**src/rtl/csi_packet_parser_if.sv**
```systemverilog
// ---------------------------------------------------------------------------
// csi_packet_parser_if
//   Word stream between the lane merger, the packet parser and the RAW10
//   decoder.
//   master : drives din/din_valid/sync, observes the parser outputs.
//   slave  : the parser; consumes din/din_valid/sync and drives
//            dout/frame_active/frame_valid/pkt_err.
//   din/dout   : 16-bit word, lane 0 byte in [7:0] (earlier), lane 1 in [15:8]
//   din_valid  : din carries a word this cycle
//   sync       : pulse with the first valid word after HS start-of-transmission
//   frame_active : high between accepted FS and FE
//   frame_valid  : dout holds a forwarded payload word this cycle
//   pkt_err      : one-cycle pulse on any packet error
// ---------------------------------------------------------------------------
interface csi_packet_parser_if;
    logic [15:0] din;
    logic        din_valid;
    logic        sync;
    logic [15:0] dout;
    logic        frame_active;
    logic        frame_valid;
    logic        pkt_err;

    modport master (
        output din, din_valid, sync,
        input  dout, frame_active, frame_valid, pkt_err
    );

    modport slave (
        input  din, din_valid, sync,
        output dout, frame_active, frame_valid, pkt_err
    );
endinterface

```
**src/rtl/csi_packet_parser.sv**
```systemverilog
// ---------------------------------------------------------------------------
// csi_packet_parser
//   Parses the merged two-lane CSI-2 word stream. Decodes the two-word packet
//   header, tracks frame start/end short packets, strips header and CRC and
//   forwards only long-packet payload of DATA_TYPE on virtual channel VC while
//   a frame is active.
//
//   Parameters : DATA_TYPE (forwarded long-packet data type, default RAW10)
//                VC        (accepted virtual channel)
//   Ports      : clk   - sole clock, rising edge
//                reset - asynchronous, active-high
//                bus   - csi_packet_parser_if.slave (din/din_valid/sync in,
//                        dout/frame_active/frame_valid/pkt_err out)
//
//   Optional feature macro: CSIRX_ECC_CHECK_EN
//     Defined   : header ECC is checked; a mismatch pulses pkt_err and the
//                 parser discards words (DRAIN) until the next sync.
//     Undefined : the ECC byte is ignored and DRAIN is unreachable.
// ---------------------------------------------------------------------------
module csi_packet_parser #(
    parameter logic [7:0] DATA_TYPE = 8'h2B,
    parameter logic [1:0] VC        = 2'd0
) (
    input logic               clk,
    input logic               reset,
    csi_packet_parser_if.slave bus
);

    typedef enum logic [2:0] {
        ST_IDLE    = 3'd0,
        ST_HDR1    = 3'd1,
        ST_PAYLOAD = 3'd2,
        ST_CRC     = 3'd3,
        ST_DRAIN   = 3'd4
    } state_t;

    state_t      state_r, state_s;
    logic [15:0] h0_r, h0_s;
    logic [14:0] cnt_r, cnt_s;
    logic        fwd_r, fwd_s;
    logic [15:0] dout_r, dout_s;
    logic        frame_valid_r, frame_valid_s;
    logic        frame_active_r, frame_active_s;
    logic        pkt_err_r, pkt_err_s;

    // Header fields: H0 is held in h0_r, H1 is the word currently on din.
    logic [5:0]  hdr_dt_s;
    logic [1:0]  hdr_vc_s;
    logic [15:0] hdr_wc_s;

    assign hdr_dt_s = h0_r[5:0];
    assign hdr_vc_s = h0_r[7:6];
    assign hdr_wc_s = {bus.din[7:0], h0_r[15:8]};

`ifdef CSIRX_ECC_CHECK_EN
    // CSI-2 6-bit Hamming parity over the 24 header bits {WC, DI}.
    function automatic logic [5:0] csi_ecc(input logic [23:0] d);
        logic [5:0] p;
        p[0] = d[0]  ^ d[1]  ^ d[2]  ^ d[4]  ^ d[5]  ^ d[7]  ^ d[10] ^ d[11] ^
               d[13] ^ d[16] ^ d[20] ^ d[21] ^ d[22] ^ d[23];
        p[1] = d[0]  ^ d[1]  ^ d[3]  ^ d[4]  ^ d[6]  ^ d[8]  ^ d[10] ^ d[12] ^
               d[14] ^ d[17] ^ d[20] ^ d[21] ^ d[22] ^ d[23];
        p[2] = d[0]  ^ d[2]  ^ d[3]  ^ d[5]  ^ d[6]  ^ d[9]  ^ d[11] ^ d[12] ^
               d[15] ^ d[18] ^ d[20] ^ d[21] ^ d[22];
        p[3] = d[1]  ^ d[2]  ^ d[3]  ^ d[7]  ^ d[8]  ^ d[9]  ^ d[13] ^ d[14] ^
               d[15] ^ d[19] ^ d[20] ^ d[21] ^ d[23];
        p[4] = d[4]  ^ d[5]  ^ d[6]  ^ d[7]  ^ d[8]  ^ d[9]  ^ d[16] ^ d[17] ^
               d[18] ^ d[19] ^ d[20] ^ d[22] ^ d[23];
        p[5] = d[10] ^ d[11] ^ d[12] ^ d[13] ^ d[14] ^ d[15] ^ d[16] ^ d[17] ^
               d[18] ^ d[19] ^ d[21] ^ d[22] ^ d[23];
        return p;
    endfunction

    logic [7:0] hdr_ecc_s;
    logic       ecc_bad_s;

    assign hdr_ecc_s = bus.din[15:8];
    // The header is only judged, never corrected; reserved ECC bits must be 0.
    assign ecc_bad_s = (hdr_ecc_s[7:6] != 2'b00) ||
                       (hdr_ecc_s[5:0] != csi_ecc({hdr_wc_s, h0_r[7:0]}));
`endif

    // Next-state and next-output decode of the packet FSM.
    always_comb begin
        state_s        = state_r;
        h0_s           = h0_r;
        cnt_s          = cnt_r;
        fwd_s          = fwd_r;
        dout_s         = dout_r;
        frame_valid_s  = 1'b0;
        frame_active_s = frame_active_r;
        pkt_err_s      = 1'b0;

        if (bus.din_valid) begin
            // A sync inside a packet abandons it; DRAIN is already an error
            // recovery state, so leaving it via sync is the expected exit.
            if (bus.sync && (state_r != ST_IDLE) && (state_r != ST_DRAIN)) begin
                pkt_err_s = 1'b1;
                h0_s      = bus.din;
                state_s   = ST_HDR1;
            end else begin
                case (state_r)
                    ST_IDLE, ST_DRAIN: begin
                        if (bus.sync) begin
                            h0_s    = bus.din;
                            state_s = ST_HDR1;
                        end else begin
                            state_s = state_r;
                        end
                    end
                    ST_HDR1: begin
`ifdef CSIRX_ECC_CHECK_EN
                        if (ecc_bad_s) begin
                            pkt_err_s = 1'b1;
                            state_s   = ST_DRAIN;
                        end else
`endif
                        begin
                            if (hdr_dt_s < 6'h10) begin
                                // Short packet: only FS/FE touch frame_active.
                                if (hdr_dt_s == 6'h00) begin
                                    frame_active_s = 1'b1;
                                end else if (hdr_dt_s == 6'h01) begin
                                    frame_active_s = 1'b0;
                                end else begin
                                    frame_active_s = frame_active_r;
                                end
                                state_s = ST_IDLE;
                            end else if (hdr_wc_s == 16'd0) begin
                                state_s = ST_CRC;
                            end else if (hdr_wc_s[0]) begin
                                pkt_err_s = 1'b1;
                                state_s   = ST_IDLE;
                            end else begin
                                cnt_s   = hdr_wc_s[15:1];
                                fwd_s   = ({2'b00, hdr_dt_s} == DATA_TYPE) &&
                                          (hdr_vc_s == VC) && frame_active_r;
                                state_s = ST_PAYLOAD;
                            end
                        end
                    end
                    ST_PAYLOAD: begin
                        cnt_s = cnt_r - 15'd1;
                        if (fwd_r) begin
                            dout_s        = bus.din;
                            frame_valid_s = 1'b1;
                        end else begin
                            dout_s = dout_r;
                        end
                        if (cnt_r == 15'd1) begin
                            state_s = ST_CRC;
                        end else begin
                            state_s = ST_PAYLOAD;
                        end
                    end
                    ST_CRC: begin
                        state_s = ST_IDLE;
                    end
                    default: begin
                        state_s = ST_IDLE;
                    end
                endcase
            end
        end else begin
            state_s = state_r;
        end
    end

    // State and registered outputs; reset clears everything at once.
    always_ff @(posedge clk or posedge reset) begin
        if (reset) begin
            state_r        <= ST_IDLE;
            h0_r           <= 16'd0;
            cnt_r          <= 15'd0;
            fwd_r          <= 1'b0;
            dout_r         <= 16'd0;
            frame_valid_r  <= 1'b0;
            frame_active_r <= 1'b0;
            pkt_err_r      <= 1'b0;
        end else begin
            state_r        <= state_s;
            h0_r           <= h0_s;
            cnt_r          <= cnt_s;
            fwd_r          <= fwd_s;
            dout_r         <= dout_s;
            frame_valid_r  <= frame_valid_s;
            frame_active_r <= frame_active_s;
            pkt_err_r      <= pkt_err_s;
        end
    end

    assign bus.dout         = dout_r;
    assign bus.frame_valid  = frame_valid_r;
    assign bus.frame_active = frame_active_r;
    assign bus.pkt_err      = pkt_err_r;

endmodule

```
**src/flat_wrapper.sv**
```systemverilog
// flat-port wrapper written by rule: the top's interface ports become plain ports
module csi_packet_parser_flat 
#(
    parameter logic [7:0] DATA_TYPE = 8'h2B,
    parameter logic [1:0] VC        = 2'd0
)
  (clk, reset, bus_din, bus_din_valid, bus_sync, bus_dout, bus_frame_active, bus_frame_valid, bus_pkt_err);
  csi_packet_parser_if bus_i ();
  input logic clk;
  input logic reset;
  input wire logic [$bits(bus_i.din)-1:0] bus_din;
  input wire logic [$bits(bus_i.din_valid)-1:0] bus_din_valid;
  input wire logic [$bits(bus_i.sync)-1:0] bus_sync;
  output wire logic [$bits(bus_i.dout)-1:0] bus_dout;
  output wire logic [$bits(bus_i.frame_active)-1:0] bus_frame_active;
  output wire logic [$bits(bus_i.frame_valid)-1:0] bus_frame_valid;
  output wire logic [$bits(bus_i.pkt_err)-1:0] bus_pkt_err;
  assign bus_i.din = bus_din;
  assign bus_i.din_valid = bus_din_valid;
  assign bus_i.sync = bus_sync;
  assign bus_dout = bus_i.dout;
  assign bus_frame_active = bus_i.frame_active;
  assign bus_frame_valid = bus_i.frame_valid;
  assign bus_pkt_err = bus_i.pkt_err;
  csi_packet_parser #(.DATA_TYPE(DATA_TYPE), .VC(VC)) u_core (.clk(clk), .reset(reset), .bus(bus_i));
endmodule
```
**config.mk**
```make
export PLATFORM = sky130hd
export DESIGN_NAME = csi_packet_parser_flat
export DESIGN_NICKNAME = d
export VERILOG_FILES = /design/src/rtl/csi_packet_parser_if.sv /design/src/rtl/csi_packet_parser.sv /design/src/flat_wrapper.sv
export SDC_FILE = /design/constraint.sdc
export NUM_CORES = 1
export LEC_CHECK = 0
export CORE_ASPECT_RATIO = 0.8
export CORE_MARGIN = 3
export CORE_UTILIZATION = 40
export CTS_CLUSTER_SIZE = 24
export DETAILED_ROUTE_END_ITERATION = 7
export PLACE_DENSITY_LB_ADDON = 0.15
export SLEW_MARGIN = 20
export SYNTH_ARGS = -nofsm -noshare
export SYNTH_HDL_FRONTEND = slang
export SYNTH_SLANG_ARGS = --single-unit
export TNS_END_PERCENT = 5
```
**constraint.sdc**
```tcl
create_clock -name clk -period 2.9 [get_ports clk]
set_clock_uncertainty 0.15 [all_clocks]
set_input_delay 0.58 -clock clk [delete_from_list [all_inputs] [get_ports clk]]
set_output_delay 0.58 -clock clk [all_outputs]
set_load 0.01 [all_outputs]
```
==> flow_metrics.py, run 1 <==
metrics = {
    "outcome": {
        "status": "finished clean",
    },
    "grt": {
        "grt_pass1_vias": 2083,
        "grt_use_total": 0.176,
        "grt_max_degree": 36,
        "grt_pass1_wl_mm": 10.4,
        "grt_antenna_before_repair": 0,
        "grt-ovfl-total": 0,
    },
    "clock_network": {
        "cts_buffers": 5,
        "clock_latency_ns": 0.30,
        "cts_tree": "built",
        "cts_setup_buffers": 0,
        "holdBufCountCts": 0,
        "clkTransAtPathRegs_ns": 0.10,
        "root_buffer": "clkbuf_8",
        "post_cts_resized": 0,
        "cts.path.max_buffers": 2,
        "htreeDepth": 2,
        "clkSinkCount": 53,
    },
    "routing": {
        "drt-initial-drc-count": 136,
        "postRouteAntennaNets": 0,
        "drc": 0,
        "finalWirelength_mm": 6.08,
        "post_drt_wl_per_cell_um": 15.4,
        "vias": 2140,
        "viasPerCell": 5.42,
        "firstDrtPassIters": 4,
    },
    "synth": {
        "ys_async_sr_fraction": 1.00,
        "synth-seq-cells": 53,
        "synth_nets": 297,
        "avgSynthCellArea_sq_um": 9.62,
        "synth-edff-count": 0,
        "ys_types": 40,
        "synth_top_flop_cell": "dfrtp_1",
        "syn_inst": 271,
        "netlist_area_sq_mm": 0.00261,
        "seq_area_frac_synth": 0.509,
        "yosys_warnings": 0,
    },
    "worst_setup_path": {
        "crit_arrival_ns": 2.59,
        "crit_slowest_cell": "or4_4",
        "crit_start": "u_core.cnt_r[0]$_DFFE_PP0P_",
        "start_kind": "flip-flop",
        "crit_type": "reg -> reg",
        "r2r-start": "u_core.cnt_r[0]$_DFFE_PP0P_",
        "setup.reg_to_reg.worst_slack_ns": 0.35,
        "cp_max_fo": 6,
        "max_stage_delay_ns": 0.53,
        "cp-end-kind": "flip-flop",
        "cp.required_ns": 2.94,
        "r2r-end": "u_core.cnt_r[12]$_DFFE_PP0P_",
        "crit_chain": "inv_1 > ha_1 > or3b_2 > or4_4 > nor3_1 > o32a_1 > nand3_1",
        "reg2reg_depth": 7,
    },
    "pwr": {
        "power_density_mw_per_mm2": 816,
        "p_leak_nw": 1.37,
        "ir_drop_mv": 0.366,
    },
    "sta": {
        "min_period_ns": 2.55,
        "fin_crit_sh": 0.878,
        "whs_ns": 0.331,
        "slew_headroom": 0.660,
        "setup_viol": 0,
        "tightest_slew_ns": 0.510,
        "grt_setup_unrepaired": "false",
        "slew_violations": 0,
        "final.setup.tns_ns": 0,
        "fmax_mhz": 393,
        "hold_viol": 0,
    },
    "floorplanning": {
        "dieHeight_um": 78.2,
        "die-width_um": 96.3,
        "dieArea_sq_mm": 0.00753,
        "coreArea_sq_mm": 0.00610,
        "row_count": 25,
        "start_util": 0.427,
        "ios": 39,
    },
    "place": {
        "io_buffer_count": 38,
        "place.gp.congestion": 0.812,
        "hpwlAfterDp_mm": 4.37,
    },
    "final_layout": {
        "layout_common_cells": "61 x nand2_1, 53 x dfrtp_1, 38 x clkdlybuf4s50_1, 19 x a21oi_1, 18 x o21ai_0",
        "syn2layout_area_growth_pct": 23.5,
        "diodes": 0,
        "drive_gt1_frac": 0.134,
        "layout_commonest_cell": "nand2_1",
        "final_net_count": 340,
    },
    "min_path": {
        "min_from": "u_core.bus.dout[14]$_DFFE_PP0P_",
        "hold_path_class": "reg -> reg",
        "min_to": "u_core.bus.dout[14]$_DFFE_PP0P_",
        "min_path_cells": 2,
    },
    "run": {
        "maxCapViolations": 0,
    },
}
-- stage by stage --
step / utilization / area [sq um] / total power [mW] / std cells / setup slack, ns
after CTS: 0.528 / 3220 / 2.64 / 395 / 0.355
after detailed placement: 0.514 / 3140 / 2.21 / 388 / 0.256
after floorplan: - / 2610 / 1.81 / 271 / 0.533
final: 0.528 / 3220 / 2.63 / 395 / 0.355
after global placement: 0.514 / 3140 / 2.19 / 388 / 0.265
after global routing: 0.528 / 3220 / 2.85 / 395 / 0.203
-- critical path: cells and delay by family, from the launching register on --
| family | cells | cell delay, ns |
|---|---|---|
| adder cells (fa/ha/maj) | 1 | 0.18 |
| AO/OA/AOI/OAI | 1 | 0.21 |
| buffers and inverters | 1 | 0.08 |
| AND/OR/NAND/NOR | 4 | 1.37 |
| flip-flops | 1 | 0.45 |
-- layout make-up --
cell class | count | area (sq um)
clock buffers | 5 | 68.8
clock inverters | 2 | 16.3
fillers | 587 | 2880
inverters | 11 | 41.3
multi-input cells | 194 | 1190
flip-flops and latches | 53 | 1330
well taps | 81 | 101
repair buffers | 49 | 475
-- registers in the layout (all words and copies together) (netlist names) --
name	flops
u_core.bus.pkt_err	1
u_core.bus.frame_active	1
u_core.bus.dout	16
u_core.fwd_r	1
u_core.cnt_r	15
u_core.state_r	2
u_core.bus.frame_valid	1
u_core.h0_r	16
-- report_power, final --
part / switching (mW) / internal (mW)
registers: 0.236 / 0.978
logic: 0.504 / 0.495
clock network: 0.249 / 0.167
total: 0.989 / 1.64
-- synth_stat cells, types with 2 or more instances --
cell       instances  area, sq um
nand2_1           61          229
dfrtp_1           53         1330
a21oi_1           19         95.1
o21ai_0           18         90.1
mux2_2            15          169
clkbuf_1          12         45.0
inv_1             11         41.3
nand3_1            8         40.0
nor4_1             7         43.8
ha_1               6         75.1
nor3_1             6         30.0
nand2b_1           5         31.3
nand4_1            4         25.0
or4_4              4         45.0
a2bb2oi_1          3         26.3
nor2_1             3         11.3
nor2b_1            3         18.8
o22ai_1            3         18.8
or3_1              3         18.8
a31oi_1            2         12.5
mux2i_1            2         20.0
nand4b_1           2         17.5
o211ai_1           2         15.0
o32a_1             2         20.0
o32ai_1            2         17.5
-- per-layer routing --
layer | track usage | share of wire | vias up
met5 | 0 | 0 | -
met2 | 0.241 | 0.42 | 63
met1 | 0.285 | 0.54 | 1027
li1 | - | - | 1048
met3 | 0.0316 | 0.039 | 2
met4 | 0.0384 | 0.0046 | 0
-- cells by family (layout without fill, tap and decap cells) --
kind of cell,count (synthesis),in the layout,synth area share
buf+inv,24,67,0.0345
compound gates,57,57,0.133
fa+ha+maj,6,6,0.0288
mux,17,17,0.0725
flops,53,53,0.509
simple gates,114,114,0.222
-- worst max-delay path by stage --
stage,end,slack [ns]
floorplan,u_core.cnt_r[10]$_DFFE_PP0P_,0.53
global placement,u_core.cnt_r[11]$_DFFE_PP0P_,0.27
detailed placement,u_core.cnt_r[12]$_DFFE_PP0P_,0.26
CTS,u_core.cnt_r[12]$_DFFE_PP0P_,0.35
global route,u_core.cnt_r[12]$_DFFE_PP0P_,0.20
finish,u_core.cnt_r[12]$_DFFE_PP0P_,0.35
No activity file was read; power rests on OpenSTA's default activity.
==> inputs of run 2 (changes only) <==
--- a/config.mk
+++ b/config.mk
@@ -5,11 +5,14 @@
 export SDC_FILE = /design/constraint.sdc
 export NUM_CORES = 1
 export LEC_CHECK = 0
+export CELL_PAD_IN_SITES_DETAIL_PLACEMENT = 0
+export CELL_PAD_IN_SITES_GLOBAL_PLACEMENT = 1
 export CORE_ASPECT_RATIO = 0.8
 export CORE_MARGIN = 3
 export CORE_UTILIZATION = 40
 export CTS_CLUSTER_SIZE = 24
 export DETAILED_ROUTE_END_ITERATION = 7
+export MAX_ROUTING_LAYER = met4
 export PLACE_DENSITY_LB_ADDON = 0.15
 export SLEW_MARGIN = 20
 export SYNTH_ARGS = -nofsm -noshare
==> run 2 against run 1 <==
Sequential power is essentially flat. Sequential cell count is the same. Setup slack gained 0.039 ns. Core utilization is the same.
==> flow_metrics.py, run 2 (same netlist as run 1, synthesis figures left out) <==
metrics = {
    "final_layout": {
        "layout_commonest_cell": "nand2_1",
        "seq_area_sq_mm": 0.00133,
        "syn2layout_area_growth_pct": 23.5,
        "layout_common_cells": "61 x nand2_1, 53 x dfrtp_1, 38 x clkdlybuf4s50_1, 19 x a21oi_1, 18 x o21ai_0",
        "diodes": 0,
        "multiInputGateArea_sq_mm": 0.00119,
        "nFillCells": 569,
        "final_net_count": 340,
        "drive_gt1_frac": 0.134,
    },
    "clock_network": {
        "clock_latency_ns": 0.31,
        "cts_buffers": 5,
        "htreeDepth": 2,
        "root_buffer": "clkbuf_8",
        "holdBufCountCts": 0,
        "clkSinkCount": 53,
        "cts_tree": "built",
        "cts.path.max_buffers": 2,
        "post_cts_resized": 0,
        "cts_setup_buffers": 0,
        "clkTransAtPathRegs_ns": 0.10,
    },
    "pwr": {
        "p_leak_nw": 1.37,
        "ir_drop_mv": 0.342,
        "power.total_mw": 2.62,
        "power_density_mw_per_mm2": 813,
    },
    "floorplanning": {
        "coreArea_sq_mm": 0.00610,
        "start_util": 0.427,
        "die-width_um": 96.3,
        "dieHeight_um": 78.2,
        "ios": 39,
        "dieArea_sq_mm": 0.00753,
        "row_count": 25,
    },
    "sta": {
        "slew_headroom": 0.630,
        "setup_viol": 0,
        "hold_viol": 0,
        "min_period_ns": 2.51,
        "grt_setup_unrepaired": "false",
        "slew_violations": 0,
        "fmax_mhz": 399,
        "fin_crit_sh": 0.864,
        "tightest_slew_ns": 0.554,
        "final.setup.tns_ns": 0,
    },
    "routing": {
        "viasPerCell": 5.28,
        "top_layer_used": "met4",
        "drt-initial-drc-count": 156,
        "finalWirelength_mm": 6.11,
        "dr_wl_met2_mm": 2.53,
        "met3_length_um": 311,
        "drt-met1-wl_mm": 3.25,
        "firstDrtPassIters": 4,
        "postRouteAntennaNets": 0,
        "post_drt_wl_per_cell_um": 15.5,
        "drc": 0,
        "vias": 2084,
    },
    "run": {
        "maxCapViolations": 0,
    },
    "place": {
        "io_buffer_count": 38,
        "place.gp.congestion": 0.834,
        "hpwlAfterDp_mm": 4.38,
    },
    "worst_setup_path": {
        "start_kind": "flip-flop",
        "cp_max_fo": 6,
        "crit_arrival_ns": 2.61,
        "cp-end-kind": "flip-flop",
        "cp.required_ns": 3.00,
        "crit_type": "reg -> reg",
    },
    "min_path": {
        "hold_path_class": "reg -> reg",
    },
    "grt": {
        "grt-ovfl-total": 0,
        "grt_max_degree": 30,
        "grt_use_total": 0.188,
        "grt_pass1_wl_mm": 10.5,
        "grt_antenna_before_repair": 0,
        "grt_pass1_vias": 2058,
    },
    "outcome": {
        "status": "finished clean",
    },
}
run 2: cell type report:
cell class,instances,area share
Timing Repair Buffer,49,0.148
Tap cell,81,0.0315
Inverter,11,0.0128
Clock buffer,5,0.0214
Multi-Input combinational cell,194,0.370
Sequential cell,53,0.412
Clock inverter,2,0.00505
run 2: power breakdown:
part / total [mW] / switching, mW / internal (mW) / leakage, nW
combinational: 0.994 / 0.496 / 0.498 / 0.685
sequential: 1.21 / 0.230 / 0.978 / 0.650
clock: 0.415 / 0.248 / 0.167 / 0.0402
run 2: worst paths after layout:
path                                           startpoint                              end  slack, ns  cells past startpoint
max in group asynchronous                           reset      u_core.cnt_r[0]$_DFFE_PP0P_       1.56                      3
min                        u_core.bus.dout[5]$_DFFE_PP0P_   u_core.bus.dout[5]$_DFFE_PP0P_       0.33                      2
min reg2reg                u_core.bus.dout[5]$_DFFE_PP0P_   u_core.bus.dout[5]$_DFFE_PP0P_       0.33                      2
max reg2reg                   u_core.cnt_r[0]$_DFFE_PP0P_     u_core.cnt_r[10]$_DFFE_PP0P_       0.39                      6
min in group asynchronous                           reset  u_core.bus.dout[10]$_DFFE_PP0P_       0.48                      2
max                           u_core.cnt_r[0]$_DFFE_PP0P_     u_core.cnt_r[10]$_DFFE_PP0P_       0.39                      6
run 2: critical path: stages, from the launching register on:
cell and delay [ns]:
dfrtp_1 0.44, inv_1 0.08, ha_1 0.18, or3b_2 0.51, or4_4 0.53, or4b_1 0.48
nand3_1 0.10
run 2: layer usage:
layer,vias to the layer above,GRT usage
li1,1051,-
met1,985,0.287
met2,46,0.249
met3,2,0.0431
met4,0,0.0497
met5,-,-
run 2: stage by stage:
| step | hold slack (ns) | setup slack [ns] | std cells | utilization | area (sq um) |
|---|---|---|---|---|---|
| after floorplan | 0.293 | 0.533 | 271 | - | 2610 |
| after global placement | 0.308 | 0.302 | 388 | 0.514 | 3140 |
| after detailed placement | 0.311 | 0.281 | 388 | 0.514 | 3140 |
| after CTS | 0.339 | 0.380 | 395 | 0.528 | 3220 |
| after global routing | 0.368 | 0.312 | 395 | 0.528 | 3220 |
| final | 0.334 | 0.393 | 395 | 0.528 | 3220 |
==> inputs of run 3 (changes only) <==
--- a/config.mk
+++ b/config.mk
@@ -5,11 +5,13 @@
 export SDC_FILE = /design/constraint.sdc
 export NUM_CORES = 1
 export LEC_CHECK = 0
+export CAP_MARGIN = 20
 export CELL_PAD_IN_SITES_DETAIL_PLACEMENT = 0
 export CELL_PAD_IN_SITES_GLOBAL_PLACEMENT = 1
 export CORE_ASPECT_RATIO = 0.8
 export CORE_MARGIN = 3
 export CORE_UTILIZATION = 40
+export CTS_CLUSTER_DIAMETER = 120
 export CTS_CLUSTER_SIZE = 24
 export DETAILED_ROUTE_END_ITERATION = 7
 export MAX_ROUTING_LAYER = met4
==> results of run 3 <==
Same layout as run 2: the final DEF is identical, and so are final timing and power.
